$ cat src/rtl/ternary_unpack_fifo.sv
`default_nettype none
// ============================================================================
// Module   : ternary_unpack_fifo
// Purpose  : Word FIFO between the DDR read path and the ternary MAC operand
//            feed. Each stored DataWidth-bit word is handed out as
//            GroupsPerWord consecutive groups of Lanes ternary cells, lowest
//            cells first. The word is retired when its last group is popped.
//            Supports flush and a fill-level readout.
// Ports    : clk_i        rising-edge clock
//            rst_i        synchronous active-high reset
//            flush_i      discard all contents (priority below rst_i)
//            in_data_i    pushed word
//            in_valid_i   push request
//            in_ready_o   space available (registered state only)
//            out_data_o   current cell group, lane k at [k*CellWidth +: CellWidth]
//            out_valid_o  group available
//            out_ready_i  consumer pop
//            out_last_o   current group is the final group of its word
//            err_o        [0] sticky overflow, [1] sticky underflow
//                         (present only with TERNARY_UNPACK_FIFO_ERR_EN)
//            level_o      words held, including a partially consumed head
// Options  : `define TERNARY_UNPACK_FIFO_ERR_EN adds err_o and its logic.
// Revision : 1.0 - initial release
// ============================================================================
module ternary_unpack_fifo #(
  parameter int DataWidth = 512,
  parameter int CellWidth = 2,
  parameter int Lanes     = 8,
  parameter int Depth     = 4
) (
  input  logic                         clk_i,
  input  logic                         rst_i,
  input  logic                         flush_i,
  input  logic [DataWidth-1:0]         in_data_i,
  input  logic                         in_valid_i,
  output logic                         in_ready_o,
  output logic [Lanes*CellWidth-1:0]   out_data_o,
  output logic                         out_valid_o,
  input  logic                         out_ready_i,
  output logic                         out_last_o,
`ifdef TERNARY_UNPACK_FIFO_ERR_EN
  output logic [1:0]                   err_o,
`endif
  output logic [$clog2(Depth):0]       level_o
);

  localparam int CellsPerWord  = DataWidth / CellWidth;
  localparam int GroupsPerWord = CellsPerWord / Lanes;
  localparam int GroupW        = Lanes * CellWidth;
  localparam int PtrW          = (Depth > 1) ? $clog2(Depth) : 1;
  localparam int LvlW          = PtrW + 1;
  localparam int GrpW          = (GroupsPerWord > 1) ? $clog2(GroupsPerWord) : 1;

  localparam logic [GrpW-1:0] c_grp_last   = GrpW'(GroupsPerWord - 1);
  localparam logic [LvlW-1:0] c_level_full = LvlW'(Depth);
  localparam logic [LvlW-1:0] c_level_one  = LvlW'(1);

  // --------------------------------------------------------------------------
  // Elaboration-time parameter checks
  // --------------------------------------------------------------------------
  generate
    if ((CellsPerWord % Lanes) != 0 || (DataWidth % CellWidth) != 0) begin : g_bad_lanes
      $error("ternary_unpack_fifo: DataWidth/CellWidth must be a multiple of Lanes");
    end
    if (Depth < 2 || (Depth & (Depth - 1)) != 0) begin : g_bad_depth
      $error("ternary_unpack_fifo: Depth must be a power of two and at least 2");
    end
  endgenerate

  // --------------------------------------------------------------------------
  // State
  // --------------------------------------------------------------------------
  logic [DataWidth-1:0] r_mem [Depth];
  logic [PtrW-1:0]      r_head;
  logic [PtrW-1:0]      r_tail;
  logic [GrpW-1:0]      r_grp;
  logic [LvlW-1:0]      r_level;

  logic                 w_in_ready;
  logic                 w_out_valid;
  logic                 w_push;
  logic                 w_pop;
  logic                 w_retire;
  logic                 w_grp_last;
  logic [DataWidth-1:0] w_head_word;
  logic [GroupW-1:0]    w_groups [GroupsPerWord];

  // Handshake flags derive from the registered level only, so in_ready_o
  // carries no combinational path from out_ready_i.
  assign w_in_ready  = (r_level != c_level_full);
  assign w_out_valid = (r_level != '0);
  assign w_grp_last  = (r_grp == c_grp_last);

  assign w_push   = in_valid_i  && w_in_ready;
  assign w_pop    = out_ready_i && w_out_valid;
  assign w_retire = w_pop && w_grp_last;

  // --------------------------------------------------------------------------
  // Group selection: slice the head word into groups, pick the current one.
  // --------------------------------------------------------------------------
  assign w_head_word = r_mem[r_head];

  generate
    for (genvar g = 0; g < GroupsPerWord; g++) begin : g_group
      assign w_groups[g] = w_head_word[g*GroupW +: GroupW];
    end
  endgenerate

  // Driven to zero when empty so stale or uninitialised entries never leak.
  assign out_data_o  = w_out_valid ? w_groups[r_grp] : '0;
  assign out_valid_o = w_out_valid;
  assign out_last_o  = w_out_valid && w_grp_last;
  assign in_ready_o  = w_in_ready;
  assign level_o     = r_level;

  // --------------------------------------------------------------------------
  // Data array: no reset. Writes are suppressed during reset/flush so a push
  // in those cycles has no effect at all.
  // --------------------------------------------------------------------------
  always_ff @(posedge clk_i) begin
    if (w_push && !rst_i && !flush_i) begin
      r_mem[r_tail] <= in_data_i;
    end
  end

  // --------------------------------------------------------------------------
  // Pointers, group index and level
  // --------------------------------------------------------------------------
  always_ff @(posedge clk_i) begin
    if (rst_i || flush_i) begin
      r_head  <= '0;
      r_tail  <= '0;
      r_grp   <= '0;
      r_level <= '0;
    end else begin
      // Depth is a power of two, so pointer wrap is the natural rollover.
      if (w_push) begin
        r_tail <= r_tail + 1'b1;
      end
      if (w_pop) begin
        if (w_grp_last) begin
          r_grp  <= '0;
          r_head <= r_head + 1'b1;
        end else begin
          r_grp  <= r_grp + 1'b1;
        end
      end
      // Level counts words, so only retiring the last group decrements it.
      unique case ({w_push, w_retire})
        2'b10:   r_level <= r_level + c_level_one;
        2'b01:   r_level <= r_level - c_level_one;
        default: r_level <= r_level;
      endcase
    end
  end

`ifdef TERNARY_UNPACK_FIFO_ERR_EN
  // --------------------------------------------------------------------------
  // Sticky error flags: [0] push attempted while full, [1] pop while empty.
  // --------------------------------------------------------------------------
  logic [1:0] r_err;

  always_ff @(posedge clk_i) begin
    if (rst_i || flush_i) begin
      r_err <= 2'b00;
    end else begin
      r_err[0] <= r_err[0] | (in_valid_i  && !w_in_ready);
      r_err[1] <= r_err[1] | (out_ready_i && !w_out_valid);
    end
  end

  assign err_o = r_err;
`endif

endmodule
`default_nettype wire

$ cat config.mk
export PLATFORM = sky130hd
export DESIGN_NAME = ternary_unpack_fifo
export DESIGN_NICKNAME = d
export VERILOG_FILES = /design/src/rtl/ternary_unpack_fifo.sv
export SDC_FILE = /design/constraint.sdc
export NUM_CORES = 2
export LEC_CHECK = 0
export CAP_MARGIN = 10
export CORE_MARGIN = 10
export CORE_UTILIZATION = 53
export DETAILED_ROUTE_END_ITERATION = 10
export PLACE_DENSITY = 0.76
export REMOVE_ABC_BUFFERS = 1
export SYNTH_ARGS = -nofsm -noshare
export SYNTH_HDL_FRONTEND = slang
export SYNTH_SLANG_ARGS = --single-unit
$ cat constraint.sdc
create_clock -name clk_i -period 16.2 [get_ports clk_i]
set_input_delay 2.43 -clock clk_i [delete_from_list [all_inputs] [get_ports clk_i]]
set_output_delay 2.43 -clock clk_i [all_outputs]
set_load 0.02 [all_outputs]
# Yosys cells after proc, flatten, opt, wreduce, memory -nomap -nowiden
# Memory sizes are Yosys's and may differ from the RTL's. A register that Yosys moved wholly into a read port is not among the register bits.
# Index checks and enable logic that the tools add are counted.
# Widths: inputs -> output; s select.
dict set report totals {
  regBits 12
  mem_bits_rw 2048
  n_memories 1
}
# name words word_bits rd rd_ports_with_merged_regs write_ports line_no
set mem_list {}
lappend mem_list {r_mem 4 512 1 1 1 73} ;# logic [DataWidth-1:0] r_mem [Depth];
dict set report op_classes {
  add_sub_neg 5
  magnitude_cmp 1
  eq_ne 4
  n_mux 10
  n_bitwise 1
  n_reduce_logical 12
}
# cell count
set op_table {}
lappend op_table {{$bmux 16 s5} 1}
lappend op_table {{$mux 16} 3}
lappend op_table {{$ge 6x6->1 const B} 1}
lappend op_table {{$logic_and 1x1->1} 6}
lappend op_table {{$not 5->6} 1}
lappend op_table {{$pmux 3 s2} 1}
lappend op_table {{$add 5x1->5 const B} 1}
lappend op_table {{$eq 5x5->1 const B} 1}
lappend op_table {{$mux 5} 1}
lappend op_table {{$add 2x1->2 const B} 2}
lappend op_table {{$mux 2} 2}
lappend op_table {{$add 3x1->3 const B} 1}
lappend op_table {{$ne 3x3->1 const B} 1}
lappend op_table {{$reduce_bool 3->1} 1}
lappend op_table {{$sub 3x1->3 const B} 1}
lappend op_table {{$eq 2x1->1 const B} 1}
lappend op_table {{$eq 2x2->1 const B} 1}
lappend op_table {{$logic_not 1->1} 2}
lappend op_table {{$mux 1} 2}
lappend op_table {{$reduce_and 2->1} 1}
lappend op_table {{$reduce_bool 2->1} 1}
lappend op_table {{$logic_or 1x1->1} 1}

# Depth between registers and ports, before layout
dict set report depth {
  ltp_word 6
  ltp_mapped 13
  depth_no_buf 10
}

# Worst setup path before layout
# No wires, ideal clock.
dict set report synth_timing {
  kind {input-to-reg}
  startpoint {input port rst_i}
  endpoint {memory r_mem[0][0], enable pin}
  arrival_time_ns 14.603
  path_slack_ns 0.651
  path_stages 4
  path_buffers 1
  path_cell_list {or2_2 > clkbuf_1 > nor2_1 > and2_1}
}
dict set report synth_via {
  elab_chain_cells 5
}
# item line_no
set synth_lines {}
lappend synth_lines {{from (decl)} 32} ;# input logic rst_i,
lappend synth_lines {{$logic_not 1->1} 121} ;# if (w_push && !rst_i && !flush_i) begin
lappend synth_lines {{$logic_and 1x1->1 (2 in a row)} 121}
lappend synth_lines {{$mux 1} 121}
lappend synth_lines {{$mux 1 (implied by the code)} 122} ;# r_mem[r_tail] <= in_data_i;
lappend synth_lines {{to (decl)} 73}
# No other way between the ends.

==> metrics.csv <==
stage,metric,value,unit
status,run status,completed,
cts,clock network latency to the later pin of the worst-skew pair,0.85,ns
route,drt first-iter violations,4308,
min_path,worst min path class,reg2reg,
place,DP HPWL,121000,um
cts,post-CTS setup-driven buffer insertion count,0,
finish,final-layout fill cell count,9869,
sta,maximum achievable frequency,117,MHz
synthesis,total number of yosys warnings,0,
cts,Max clock buf depth,3,
cts,number of buffers added to fix hold violations after cts,0,
synthesis,count of unique library cells instantiated by Yosys,66,
global_routing,All-Layer GR Usage,23.8,%
power,Switching Share,19.9,%
cts,clock buffers created by TritonCTS,201,
synthesis,fraction of registers with async set/reset,0,%
route,via/cell ratio,6.26,
cts,CTS tree,built,
min_path,Worst Hold Depth,2,
synthesis,number of flops mapped to enable cells by yosys,2048,
cts,cells resized by post-CTS repair,0,
power,Reg power frac,55.5,%
setup_path,worst flop-to-flop path startpoint,level_o[1],
setup_path,worst reg2reg setup slack,11.32,ns
min_path,sink of the worst hold path,r_tail[1],
floorplan,area of the die,165000,um^2
sta,clk_skew,0.0566,ns
place,Place WS,8.35,ns
synthesis,Post-synth top cells,"sky130_fd_sc_hd__edfxtp_1 (2048), sky130_fd_sc_hd__mux4_2 (451), sky130_fd_sc_hd__mux2i_1 (181)",
finish,utilization after layout,62.8,%
power,Comb pwr share,2.9,%
power,total chip power,0.0107,W
global_routing,initial antenna violation count,108,
place,gpl congestion,0.769,
global_routing,maximum number of pins on one net before global-route repair,147,
synthesis,netlist area before placement,79200,um^2
finish,final non-filler cell total,6318,
setup_path,crit start category,flop,
global_routing,vias in the first global route,40200,
power,Static Leak,28.3,nW
min_path,worst min-delay path startpoint,r_tail[1],
sta,setup repair after global routing missed its margin,false,
floorplan,die width,407,um
place,Placed Cells incl. Taps,5908,
synthesis,share of the yosys chip area belonging to registers,78.0,%
route,DRC violation count after routing,0,
cts,number of sinks driven by the clock tree,2062,
setup_path,endpoint arrival time on the critical path,6.14,ns
cts,clock-pin transition on the worst setup and hold timing paths,0.06,ns
synthesis,most common cell in the synthesized netlist,sky130_fd_sc_hd__edfxtp_1,
cts,number of H-tree branching levels,4,
power,P per Cell Area,115,nW/um^2
floorplan,core area,148000,um^2
route,Detailed Route WL,199000,um
floorplan,Top-Level Pins,539,
power,clock share of power,41.6,%
synthesis,most common flop cell mapped by yosys,sky130_fd_sc_hd__edfxtp_1,
setup_path,critical setup path kind,reg2out,
route,routed wirelength normalized by instance count,31.5,um
finish,ratio of cells with drive above 1 in the final layout,20.1,%
synthesis,cells taking the most area after synthesis,"sky130_fd_sc_hd__edfxtp_1 (78%), sky130_fd_sc_hd__mux4_2 (13%), sky130_fd_sc_hd__mux2i_1 (2.3%), sky130_fd_sc_hd__mux2_2 (0.60%), sky130_fd_sc_hd__buf_6 (0.47%)",
setup_path,length in cells of the worst reg-to-reg path,8,
run,# Max-Cap Violations,0,
power,cell-internal power,0.00856,W
floorplan,Placement Rows,141,
sta,fin worst setup slack,7.63,ns
route,post-detailed-route count of antenna-violating nets,0,
synthesis,Post-Syn Area per Cell,22.3,um^2
finish,final net count,4706,
sta,share of the clock period used by the worst path after layout,52.9,%
place,Port Buffer Count,538,
synthesis,Yosys top cell area share,77.6,%
cts,clock root buffer,sky130_fd_sc_hd__clkbuf_16,
setup_path,Crit Reg-Reg Endpoint,r_mem[3][354],
route,count of TritonRoute iterations in the first routing pass,5,
finish,Area growth syn-to-layout,17.4,%
sta,post-route minimum period,8.57,ns
setup_path,Crit Path Max Fanout,37,
floorplan,DIE HEIGHT,407,um
power,worst vdd rail ir drop,0.0908,mV
route,number of vias after detailed routing,39500,
sta,slew at the pin closest to its max-slew limit,1.23,ns
synthesis,Yosys top cell by area,sky130_fd_sc_hd__edfxtp_1,
sta,number of endpoints failing setup at the final stage,0,
floorplan,starting density of the core,53.5,%
sta,Final Hold Viols,0,
synthesis,number of instances in the synthesized netlist,3557,
power,P_sw,0.00213,W
global_routing,wire length of the first global-routing pass,284000,um
sta,remaining max-slew budget at the tightest pin,17.9,%
setup_path,required time at the endpoint of the critical path,13.77,ns
sta,max-slew violation count,0,
global_routing,overflow left after global routing,0,
setup_path,CP Capture Type,output pin,
synthesis,flip-flop and latch count after synthesis,2062,
[critical path, stage by stage (launching register included)]
cell and delay [ns]:
sky130_fd_sc_hd__dfxtp_4 0.67, sky130_fd_sc_hd__buf_4 0.62, sky130_fd_sc_hd__buf_4 0.60, sky130_fd_sc_hd__mux2i_1 0.26
sky130_fd_sc_hd__a221oi_1 0.62, sky130_fd_sc_hd__o21ai_0 0.18, sky130_fd_sc_hd__a221oi_1 1.03, sky130_fd_sc_hd__a211oi_1 0.09
sky130_fd_sc_hd__nor3_1 0.44, sky130_fd_sc_hd__clkdlybuf4s50_1 0.70
[sequential cells by signal, summed over array words and instances, names as in the netlist, named ones only]
register,flops
r_mem,2048
level_o,3
r_grp,5
r_head,2
r_tail,2
[power groups by stage]
| stage | Sequential (W) | Combinational [W] | Clock, W |
|---|---|---|---|
| after global placement | 0.00605 | 0.000298 | 0 |
| after detailed placement | 0.00605 | 0.000308 | 0 |
| after global routing | 0.00594 | 0.000329 | 0.00473 |
| final | 0.00594 | 0.000309 | 0.00445 |
| after CTS | 0.00594 | 0.000310 | 0.00451 |
| after floorplan | 0.00608 | 0.0000814 | 0 |
[cell type report]
| class | instances | area (um^2) | area share, % |
|---|---|---|---|
| antenna | 50 | 125 | 0.134 |
| timing repair buffer | 617 | 6090 | 6.54 |
| tap | 1930 | 2410 | 2.60 |
| multi-input combinational | 1287 | 16200 | 17.5 |
| clock buffer | 249 | 5230 | 5.62 |
| clock inverter | 111 | 1080 | 1.17 |
| inverter | 12 | 52.6 | 0.0565 |
| sequential | 2062 | 61800 | 66.4 |
[cells in the final DEF, fill, tap and decap left out, types with 6 or more instances in the layout]
| cell type | netlist | layout |
|---|---|---|
| sky130_fd_sc_hd__nand2_1 | 93 | 91 |
| sky130_fd_sc_hd__buf_12 | 2 | 9 |
| sky130_fd_sc_hd__a221oi_1 | 18 | 18 |
| sky130_fd_sc_hd__clkinv_16 | 0 | 11 |
| sky130_fd_sc_hd__o21ai_0 | 38 | 38 |
| sky130_fd_sc_hd__o221ai_1 | 22 | 22 |
| sky130_fd_sc_hd__dfxtp_4 | 0 | 7 |
| sky130_fd_sc_hd__inv_1 | 9 | 7 |
| sky130_fd_sc_hd__o211ai_1 | 12 | 12 |
| sky130_fd_sc_hd__buf_4 | 31 | 69 |
| sky130_fd_sc_hd__a22o_1 | 10 | 10 |
| sky130_fd_sc_hd__o32ai_1 | 6 | 6 |
| sky130_fd_sc_hd__nor2b_1 | 20 | 16 |
| sky130_fd_sc_hd__a22oi_1 | 35 | 35 |
| sky130_fd_sc_hd__a211oi_1 | 32 | 32 |
| sky130_fd_sc_hd__edfxtp_1 | 2048 | 2048 |
| sky130_fd_sc_hd__a32oi_1 | 6 | 6 |
| sky130_fd_sc_hd__clkbuf_1 | 62 | 47 |
| sky130_fd_sc_hd__ha_1 | 7 | 7 |
| sky130_fd_sc_hd__nor2_1 | 63 | 59 |
| sky130_fd_sc_hd__mux2i_1 | 181 | 181 |
| sky130_fd_sc_hd__a221o_1 | 8 | 8 |
| sky130_fd_sc_hd__clkdlybuf4s50_1 | 0 | 538 |
| sky130_fd_sc_hd__o22ai_1 | 43 | 43 |
| sky130_fd_sc_hd__a21oi_1 | 63 | 63 |
| sky130_fd_sc_hd__dfxtp_1 | 14 | 7 |
| sky130_fd_sc_hd__mux4_2 | 451 | 451 |
| sky130_fd_sc_hd__nand3_1 | 26 | 25 |
| sky130_fd_sc_hd__mux2_2 | 42 | 42 |
| sky130_fd_sc_hd__clkinv_2 | 0 | 26 |
| sky130_fd_sc_hd__a31oi_1 | 10 | 10 |
| sky130_fd_sc_hd__diode_2 | 0 | 50 |
| sky130_fd_sc_hd__nor3_1 | 24 | 23 |
| sky130_fd_sc_hd__bufinv_16 | 0 | 11 |
| sky130_fd_sc_hd__clkinv_1 | 2 | 56 |
| sky130_fd_sc_hd__clkbuf_16 | 0 | 202 |
| sky130_fd_sc_hd__and3_1 | 9 | 9 |
[worst max path at each step]
stage | start | end | slack [ns] | depth (start not counted)
2_1_floorplan | flop | out_data_o[7] | -12.53 | 6
3_3_place_gp | flop | out_data_o[6] | 7.81 | 10
3_5_place_dp | flop | out_data_o[15] | 8.35 | 9
4_1_cts | flop | out_data_o[15] | 7.44 | 9
5_1_grt | flop | out_data_o[15] | 7.30 | 9
6_report | flop | out_data_o[4] | 7.63 | 9
[kinds of logic after synthesis]
family | count (synthesis) | synth area share, %
AO/OA/AOI/OAI | 338 | 3.01
XOR/XNOR | 5 | 0.0553
adder cells (fa/ha/maj) | 8 | 0.136
AND/OR/NAND/NOR | 262 | 1.51
flip-flops | 2062 | 78.0
buffers and inverters | 208 | 1.63
multiplexers | 674 | 15.7
[routing by layer]
| layer | up-vias | routed length [um] | track usage (%) |
|---|---|---|---|
| met3 | 399 | 20400 | 7.71 |
| met1 | 20800 | 75800 | 31.9 |
| met4 | 118 | 5130 | 7.78 |
| met5 | - | 728 | 0 |
| met2 | 1790 | 96700 | 37.2 |
| li1 | 16400 | - | - |
[metrics by stage]
stage          hold WS [ns]  setup TNS (ns)  area (um^2)
2_1_floorplan         0.469         -180.38        78000
3_3_place_gp          0.486               0        86600
3_5_place_dp          0.493               0        86600
4_1_cts               0.507               0        92900
5_1_grt               0.546               0        93000
6_report              0.516               0        93000
Power figures use the tool's default switching activity.
